`src/rtl/dmem_pkg.sv`:
```
// Shared types and defaults for the wait-state data-memory responder.
// Latency: n/a (types and constants only).
// Backpressure: n/a.
package dmem_pkg;

  // Width of one storage word and of the address/data buses.
  localparam int unsigned DMEM_WORD_W      = 32;
  // Default number of storage words.
  localparam int unsigned DMEM_DEPTH_WORDS = 64;
  // Default number of wait states inserted before each response.
  localparam int unsigned DMEM_WAIT_CYCLES = 2;

  // Responder FSM encoding.
  typedef enum logic [1:0] {
    ST_IDLE = 2'd0,
    ST_WAIT = 2'd1,
    ST_RESP = 2'd2
  } state_t;

  // A request is rejected when it is not word aligned or its word index
  // falls beyond the end of storage.
  function automatic logic dmem_addr_err(input logic [DMEM_WORD_W-1:0] addr,
                                         input int unsigned depth_words);
    logic [DMEM_WORD_W-1:0] word_idx;
    word_idx      = {2'b00, addr[DMEM_WORD_W-1:2]};
    dmem_addr_err = (addr[1:0] != 2'b00) || (word_idx >= depth_words);
  endfunction

endpackage

```
`src/rtl/dmem_if.sv`:
```
// Request/response bundle between an initiator and the data-memory responder.
// Latency: n/a (wiring only).
// Backpressure: req_valid/req_ready on the request side, resp_valid/resp_ready on the response side.
interface dmem_if;
  import dmem_pkg::*;

  logic                   req_valid;
  logic                   req_ready;
  logic                   req_we;
  logic [DMEM_WORD_W-1:0] req_addr;
  logic [DMEM_WORD_W-1:0] req_wdata;
  logic                   resp_valid;
  logic                   resp_ready;
  logic [DMEM_WORD_W-1:0] resp_rdata;
  logic                   resp_err;

  // Initiator side.
  modport master (
    output req_valid,
    output req_we,
    output req_addr,
    output req_wdata,
    output resp_ready,
    input  req_ready,
    input  resp_valid,
    input  resp_rdata,
    input  resp_err
  );

  // Responder side.
  modport slave (
    input  req_valid,
    input  req_we,
    input  req_addr,
    input  req_wdata,
    input  resp_ready,
    output req_ready,
    output resp_valid,
    output resp_rdata,
    output resp_err
  );

endinterface

```
`src/rtl/dmem_array.sv`:
```
// Word storage with one synchronous write port and one combinational read port.
// Latency: write lands on the clock edge; read data follows the read index in the same cycle.
// Backpressure: none; the owner gates the write enable.
module dmem_array
  import dmem_pkg::*;
#(
  parameter int unsigned DEPTH_WORDS = DMEM_DEPTH_WORDS,
  parameter int unsigned AW          = (DEPTH_WORDS > 1) ? $clog2(DEPTH_WORDS) : 1
) (
  input  logic                   clk,
  input  logic                   i_we,
  input  logic [AW-1:0]          i_waddr,
  input  logic [DMEM_WORD_W-1:0] i_wdata,
  input  logic [AW-1:0]          i_raddr,
  output logic [DMEM_WORD_W-1:0] o_rdata
);

  // Not reset, so a preloaded image survives a reset of the responder.
  logic [DMEM_WORD_W-1:0] memory [DEPTH_WORDS];

  // Full-word write on the rising edge when enabled.
  always_ff @(posedge clk) begin
    if (i_we) begin
      memory[i_waddr] <= i_wdata;
    end
  end

  assign o_rdata = memory[i_raddr];

endmodule

```
`src/rtl/dmem_responder.sv`:
```
// Data-memory responder: accepts one load/store, inserts WAIT_CYCLES wait states, then responds.
// Latency: resp_valid rises WAIT_CYCLES+1 edges after the accepting edge (accepting edge included).
// Backpressure: response held stable until resp_ready; req_ready is high only while idle.
module dmem_responder
  import dmem_pkg::*;
#(
  parameter int unsigned DEPTH_WORDS = DMEM_DEPTH_WORDS,
  parameter int unsigned WAIT_CYCLES = DMEM_WAIT_CYCLES
) (
  input  logic   clk,
  input  logic   rst_n,
  dmem_if.slave  s_bus
);

  localparam int unsigned AW       = (DEPTH_WORDS > 1) ? $clog2(DEPTH_WORDS) : 1;
  localparam bit          NO_WAIT  = (WAIT_CYCLES == 0);
  localparam logic [3:0]  CNT_LOAD = NO_WAIT ? 4'd0 : 4'(WAIT_CYCLES - 1);

  // FSM and request capture.
  state_t                 r_state;
  logic [3:0]             r_cnt;
  logic                   r_we;
  logic [DMEM_WORD_W-1:0] r_addr;
  logic [DMEM_WORD_W-1:0] r_wdata;

  // Registered response.
  logic [DMEM_WORD_W-1:0] r_rdata;
  logic                   r_err;

  // Effective request: the live bus while idle (needed when there are no
  // wait states and the response is formed on the accepting edge itself),
  // the captured copy afterwards so later bus activity cannot leak in.
  logic                   w_idle;
  logic                   w_accept;
  logic                   w_we;
  logic [DMEM_WORD_W-1:0] w_addr;
  logic [DMEM_WORD_W-1:0] w_wdata;
  logic                   w_err;
  logic [AW-1:0]          w_idx;
  logic                   w_go_resp;
  logic                   w_mem_we;
  logic [DMEM_WORD_W-1:0] w_mem_rdata;

  assign w_idle   = (r_state == ST_IDLE);
  assign w_accept = w_idle && s_bus.req_valid;

  assign w_we    = w_idle ? s_bus.req_we    : r_we;
  assign w_addr  = w_idle ? s_bus.req_addr  : r_addr;
  assign w_wdata = w_idle ? s_bus.req_wdata : r_wdata;

  assign w_err = dmem_addr_err(w_addr, DEPTH_WORDS);
  assign w_idx = w_addr[AW+1:2];

  // The edge that enters RESP is the one that commits a store and samples a load.
  assign w_go_resp = (NO_WAIT && w_accept) ||
                     ((r_state == ST_WAIT) && (r_cnt == 4'd0));

  // Errored requests never touch storage.
  assign w_mem_we = w_go_resp && w_we && !w_err;

  dmem_array #(
    .DEPTH_WORDS (DEPTH_WORDS),
    .AW          (AW)
  ) u_array (
    .clk     (clk),
    .i_we    (w_mem_we),
    .i_waddr (w_idx),
    .i_wdata (w_wdata),
    .i_raddr (w_idx),
    .o_rdata (w_mem_rdata)
  );

  // State sequencing, wait counter and request capture.
  always_ff @(posedge clk or negedge rst_n) begin
    if (!rst_n) begin
      r_state <= ST_IDLE;
      r_cnt   <= 4'd0;
      r_we    <= 1'b0;
      r_addr  <= '0;
      r_wdata <= '0;
    end else begin
      case (r_state)
        ST_IDLE: begin
          if (w_accept) begin
            r_we    <= s_bus.req_we;
            r_addr  <= s_bus.req_addr;
            r_wdata <= s_bus.req_wdata;
            if (NO_WAIT) begin
              r_state <= ST_RESP;
            end else begin
              r_state <= ST_WAIT;
              r_cnt   <= CNT_LOAD;
            end
          end
        end
        ST_WAIT: begin
          if (r_cnt == 4'd0) begin
            r_state <= ST_RESP;
          end else begin
            r_cnt <= r_cnt - 4'd1;
          end
        end
        ST_RESP: begin
          if (s_bus.resp_ready) begin
            r_state <= ST_IDLE;
          end
        end
        default: begin
          r_state <= ST_IDLE;
        end
      endcase
    end
  end

  // Response payload is formed once on entry to RESP and then held.
  always_ff @(posedge clk or negedge rst_n) begin
    if (!rst_n) begin
      r_rdata <= '0;
      r_err   <= 1'b0;
    end else if (w_go_resp) begin
      r_err   <= w_err;
      r_rdata <= (w_err || w_we) ? '0 : w_mem_rdata;
    end
  end

  // req_ready depends only on state, so there is no path from req_valid.
  assign s_bus.req_ready  = w_idle;
  assign s_bus.resp_valid = (r_state == ST_RESP);
  assign s_bus.resp_rdata = r_rdata;
  assign s_bus.resp_err   = r_err;

endmodule

```
`src/flat_wrapper.sv`:
```
// flat-port wrapper written by rule: the top's interface ports become plain ports
module dmem_responder_flat import dmem_pkg::*;
#(
  parameter int unsigned DEPTH_WORDS = DMEM_DEPTH_WORDS,
  parameter int unsigned WAIT_CYCLES = DMEM_WAIT_CYCLES
)
  (clk, rst_n, s_bus_req_valid, s_bus_req_we, s_bus_req_addr, s_bus_req_wdata, s_bus_resp_ready, s_bus_req_ready, s_bus_resp_valid, s_bus_resp_rdata, s_bus_resp_err);
  dmem_if s_bus_i ();
  input  logic clk;
  input  logic rst_n;
  input wire logic [$bits(s_bus_i.req_valid)-1:0] s_bus_req_valid;
  input wire logic [$bits(s_bus_i.req_we)-1:0] s_bus_req_we;
  input wire logic [$bits(s_bus_i.req_addr)-1:0] s_bus_req_addr;
  input wire logic [$bits(s_bus_i.req_wdata)-1:0] s_bus_req_wdata;
  input wire logic [$bits(s_bus_i.resp_ready)-1:0] s_bus_resp_ready;
  output wire logic [$bits(s_bus_i.req_ready)-1:0] s_bus_req_ready;
  output wire logic [$bits(s_bus_i.resp_valid)-1:0] s_bus_resp_valid;
  output wire logic [$bits(s_bus_i.resp_rdata)-1:0] s_bus_resp_rdata;
  output wire logic [$bits(s_bus_i.resp_err)-1:0] s_bus_resp_err;
  assign s_bus_i.req_valid = s_bus_req_valid;
  assign s_bus_i.req_we = s_bus_req_we;
  assign s_bus_i.req_addr = s_bus_req_addr;
  assign s_bus_i.req_wdata = s_bus_req_wdata;
  assign s_bus_i.resp_ready = s_bus_resp_ready;
  assign s_bus_req_ready = s_bus_i.req_ready;
  assign s_bus_resp_valid = s_bus_i.resp_valid;
  assign s_bus_resp_rdata = s_bus_i.resp_rdata;
  assign s_bus_resp_err = s_bus_i.resp_err;
  dmem_responder #(.DEPTH_WORDS(DEPTH_WORDS), .WAIT_CYCLES(WAIT_CYCLES)) u_core (.clk(clk), .rst_n(rst_n), .s_bus(s_bus_i));
endmodule
```
`config.mk`:
```
export PLATFORM = sky130hd
export DESIGN_NAME = dmem_responder_flat
export DESIGN_NICKNAME = d
export VERILOG_FILES = /design/src/rtl/dmem_pkg.sv /design/src/rtl/dmem_if.sv /design/src/rtl/dmem_array.sv /design/src/rtl/dmem_responder.sv /design/src/flat_wrapper.sv
export SDC_FILE = /design/constraint.sdc
export NUM_CORES = 2
export LEC_CHECK = 0
export BUFFER_PORTS_ARGS = -buffer_cell sky130_fd_sc_hd__buf_2
export CORE_MARGIN = 3
export CORE_UTILIZATION = 60
export DETAILED_ROUTE_END_ITERATION = 10
export PLACE_DENSITY = 0.76
export SETUP_SLACK_MARGIN = 0.15
export SYNTH_ARGS = -nofsm -noshare
export SYNTH_HDL_FRONTEND = slang
export SYNTH_SLANG_ARGS = --single-unit
```
`constraint.sdc`:
```
create_clock -name clk -period 12.61 [get_ports clk]
set_input_delay 1.8915 -clock clk [delete_from_list [all_inputs] [get_ports clk]]
set_output_delay 1.8915 -clock clk [all_outputs]
set_load 0.005 [all_outputs]
```
==> reports/qor.yml <==
status: "complete, but fails checks"
violations: "max-capacitance violations, max-slew violations"
finalWeightedCongestion: 0.9298
drv_slew: 2
drc: 0
leakagePower_nw: 30.03
vias: 54870
worst_skew_pair.late_latency_ns: 0.86
ctsResizeCount: 0
post-route-period-util_pct: 49.66
drv_cap: 1
rsz0062_at_grt: "false"
end_kind: "register"
ys_async_sr_fraction_pct: 4.833
reg2reg_depth: 8
power_density_mw_per_mm2: 261.5
postCtsSetupBuffers: 0
critPathKind: "register to register"
syn_inst: 5359
fmax_mhz: 159.7
drtIter0Drc: 11190
worst_slack_ns: 6.348
fin_tns_setup_ns: 0
core_mm2: 0.1360
grt_pass1_vias: 51690
critical_path_required_ns: 13.11
die_w_um: 376.6
hold_viol_final: 0
h-tree-depth: 4
synth_area_mm2: 0.08243
clkTransAtPathRegs_ns: 0.06
clock-sinks: 2152
post_drt_wl_per_cell_um: 37.39
rr_startpoint: "u_core.r_state[1]"
drive_gt1_share_pct: 13.19
yosys_most_used_dff: "edfxtp_1"
ioPinCount: 104
syn_nets: 5429
routed_wl_um: 276600
synth-seq-cells: 2152
cts_tree: "built"
startpoint_type: "register"
synth_largest_area_cell: "edfxtp_1"
area_growth_pct: 10.85
grt_pass1_wl_um: 382000
fill_cells: 8632
grtUsageTotal_pct: 38.60
grt_antenna_before_repair: 10
numCtsBuffers: 198
cts-root-buf: "clkbuf_16"
postLayoutCoreUtil_pct: 67.20
die_y_um: 376.6
reg2reg_setup_slack_ns: 6.35
yosysSeqAreaShare_pct: 77.77
min_path_type: "register to register"
crit_fanout: 42
hold_depth: 1
postCtsHoldBufs: 0
port_buffers: 103
holdCritStartpoint: "u_core.r_addr[18]"
yosys_warnings: 0
critPathArrivalTime_ns: 6.76
nets: 5514
dp_slack_ns: 6.245
dp_hpwl_um: 143900
netlist.area_leader.share_pct: 74.61
postRouteAntennaNets: 0
finClkSkew_ns: 0.02910
hold_end: "u_core.r_addr[18]"
synth_edf_count: 2048
syn-mean-instance-area_um2: 15.38
min_period_ns: 6.262
grt_max_degree: 153
irDropWorstVdd_mv: 0.3314
start_util_pct: 60.62
drt-vias-per-instance: 7.416
rr_endpoint: "u_core.u_array.memory[12][20]"
setup_viol: 0
synth_cell_types: 81
dr.pass1.iters: 7
max-clock-path-buffers: 3
maxSlewHeadroom_pct: -3.112
dieArea_mm2: 0.1419
synthTopCellsByArea: "edfxtp_1, nand2_1, dfrtp_1, o22ai_1, a21oi_1"
num_rows: 135
overflow: 0
tightest_slew_ns: 1.533
==> area by class of cell <==
type	instances	area, um^2	share of cell area, %
Antenna cell	7	17.52	0.01917
Clock buffer	272	5429	5.942
Clock inverter	95	820.8	0.8983
Inverter	14	55.05	0.06025
Multi-Input combinational cell	2831	17040	18.65
Sequential cell	2152	64100	70.16
Tap cell	1781	2228	2.439
Timing Repair Buffer	247	1678	1.836
==> cells by family after synthesis <==
logic type      Yosys count  share of synthesized area (%)
mux                     165                          2.148
xor+xnor                  2                        0.02126
fa+ha+maj                 1                        0.01518
buf+inv                 376                          2.386
simple gates           1473                          7.563
flops                  2152                          77.77
compound gates         1190                          10.10
==> how the worst max path moves through the flow <==
stage | slack [ns] | endpoint | from
after global routing | 6.35 | u_core.u_array.memory[12][2] | u_core.r_state[1]
after floorplan | 6.70 | u_core.u_array.memory[53][0] | s_bus_req_addr[3]
after detailed placement | 6.24 | u_core.s_bus.resp_rdata[6] | s_bus_req_addr[2]
after CTS | 6.64 | u_core.u_array.memory[12][20] | u_core.r_state[0]
final | 6.35 | u_core.u_array.memory[12][20] | u_core.r_state[1]
after global placement | 6.30 | u_core.s_bus.resp_rdata[6] | s_bus_req_addr[2]
==> cells in the mapped netlist, types with 5 or more instances <==
library cell and n:
o22ai_1 366, o22a_1 14, nor4_1 39, buf_6 14, nand3_1 152, nand2b_1 6, a211o_1 13, nor3_1 43
mux2i_1 90, nor2_1 144, o221ai_1 17, dfrtp_1 104, o31a_1 9, a21o_1 10, o21a_1 6, edfxtp_1 2048
mux2_2 72, or3_1 19, a211oi_1 70, or4_1 11, o2111ai_1 14, a22o_1 14, and2_1 5, and3_1 46
o41ai_1 17, a32oi_1 105, a22oi_1 17, clkbuf_1 80, buf_2 190, buf_1 22, inv_1 13, nor2b_1 5
o41ai_2 7, a32o_1 69, nand2_1 980, a41o_1 6, o21ai_0 38, o31ai_1 35, buf_4 56, a21oi_1 215
a311oi_1 6, a31oi_1 107
==> state kept, by name (all words and copies together) (netlist names) <==
| register | cells |
|---|---|
| u_core.r_cnt | 4 |
| u_core.r_addr | 32 |
| u_core.s_bus.resp_rdata | 32 |
| u_core.r_we | 1 |
| u_core.u_array.memory | 2048 |
| u_core.r_state | 2 |
| u_core.r_wdata | 32 |
| u_core.s_bus.resp_err | 1 |
==> per-stage QoR <==
step / power [mW] / cells / hold WS, ns / area, um^2
6_report: 23.89 / 7399 / 0.5054 / 91370
3_3_place_gp: 17.53 / 7025 / 0.4651 / 85100
3_5_place_dp: 17.74 / 7025 / 0.4825 / 85100
4_1_cts: 23.45 / 7392 / 0.5035 / 91350
5_1_grt: 24.34 / 7393 / 0.5238 / 91360
2_1_floorplan: 14.67 / 5359 / 0.4621 / 82430
==> placed cells by master (no fill, tap or decap), types with 17 or more instances in the layout <==
cell	instances
clkinv_2	27
mux2i_1	90
a32o_1	69
mux2_2	71
a32oi_1	104
a21oi_1	215
o221ai_1	17
clkinv_1	39
o41ai_1	17
a31oi_1	107
edfxtp_1	2048
a211oi_1	70
nand3_1	151
clkbuf_16	203
o22ai_1	366
clkbuf_1	60
nor2_1	81
nor4_1	39
dfrtp_1	104
nand2_1	943
buf_2	102
nor2_4	64
o21ai_0	37
nand2_2	36
buf_4	138
and3_1	46
nor3_1	37
o31ai_1	35
or3_1	19
==> layer usage <==
metal | vias to the layer above | part of all wire (%) | track usage, %
met1 | 26450 | 31 | 49.55
met4 | 6 | 8.1 | 24.98
met2 | 5920 | 43 | 55.35
met5 | - | 0.015 | 0
li1 | 21190 | - | -
met3 | 1302 | 18 | 14.85
==> worst max-delay path, stage by stage, from the launching register on <==
cell and delay [ns]:
dfrtp_1 0.91, or2_2 0.30, buf_4 0.54, nand3_1 0.16
o21ai_0 0.78, nand2_1 0.48, or3_1 0.99, nor2_4 1.23
buf_4 0.49
==> report_power, final <==
| part | total (mW) | leakage [nW] | switching [mW] | internal (mW) |
|---|---|---|---|---|
| Combinational | 8.26 | 7.21 | 6.41 | 1.85 |
| Clock | 5.85 | 3.05 | 2.58 | 3.27 |
| Sequential | 9.78 | 19.8 | 0.179 | 9.60 |
| Total | 23.9 | 30.0 | 9.17 | 14.7 |
Power figures use the tool's default switching activity.
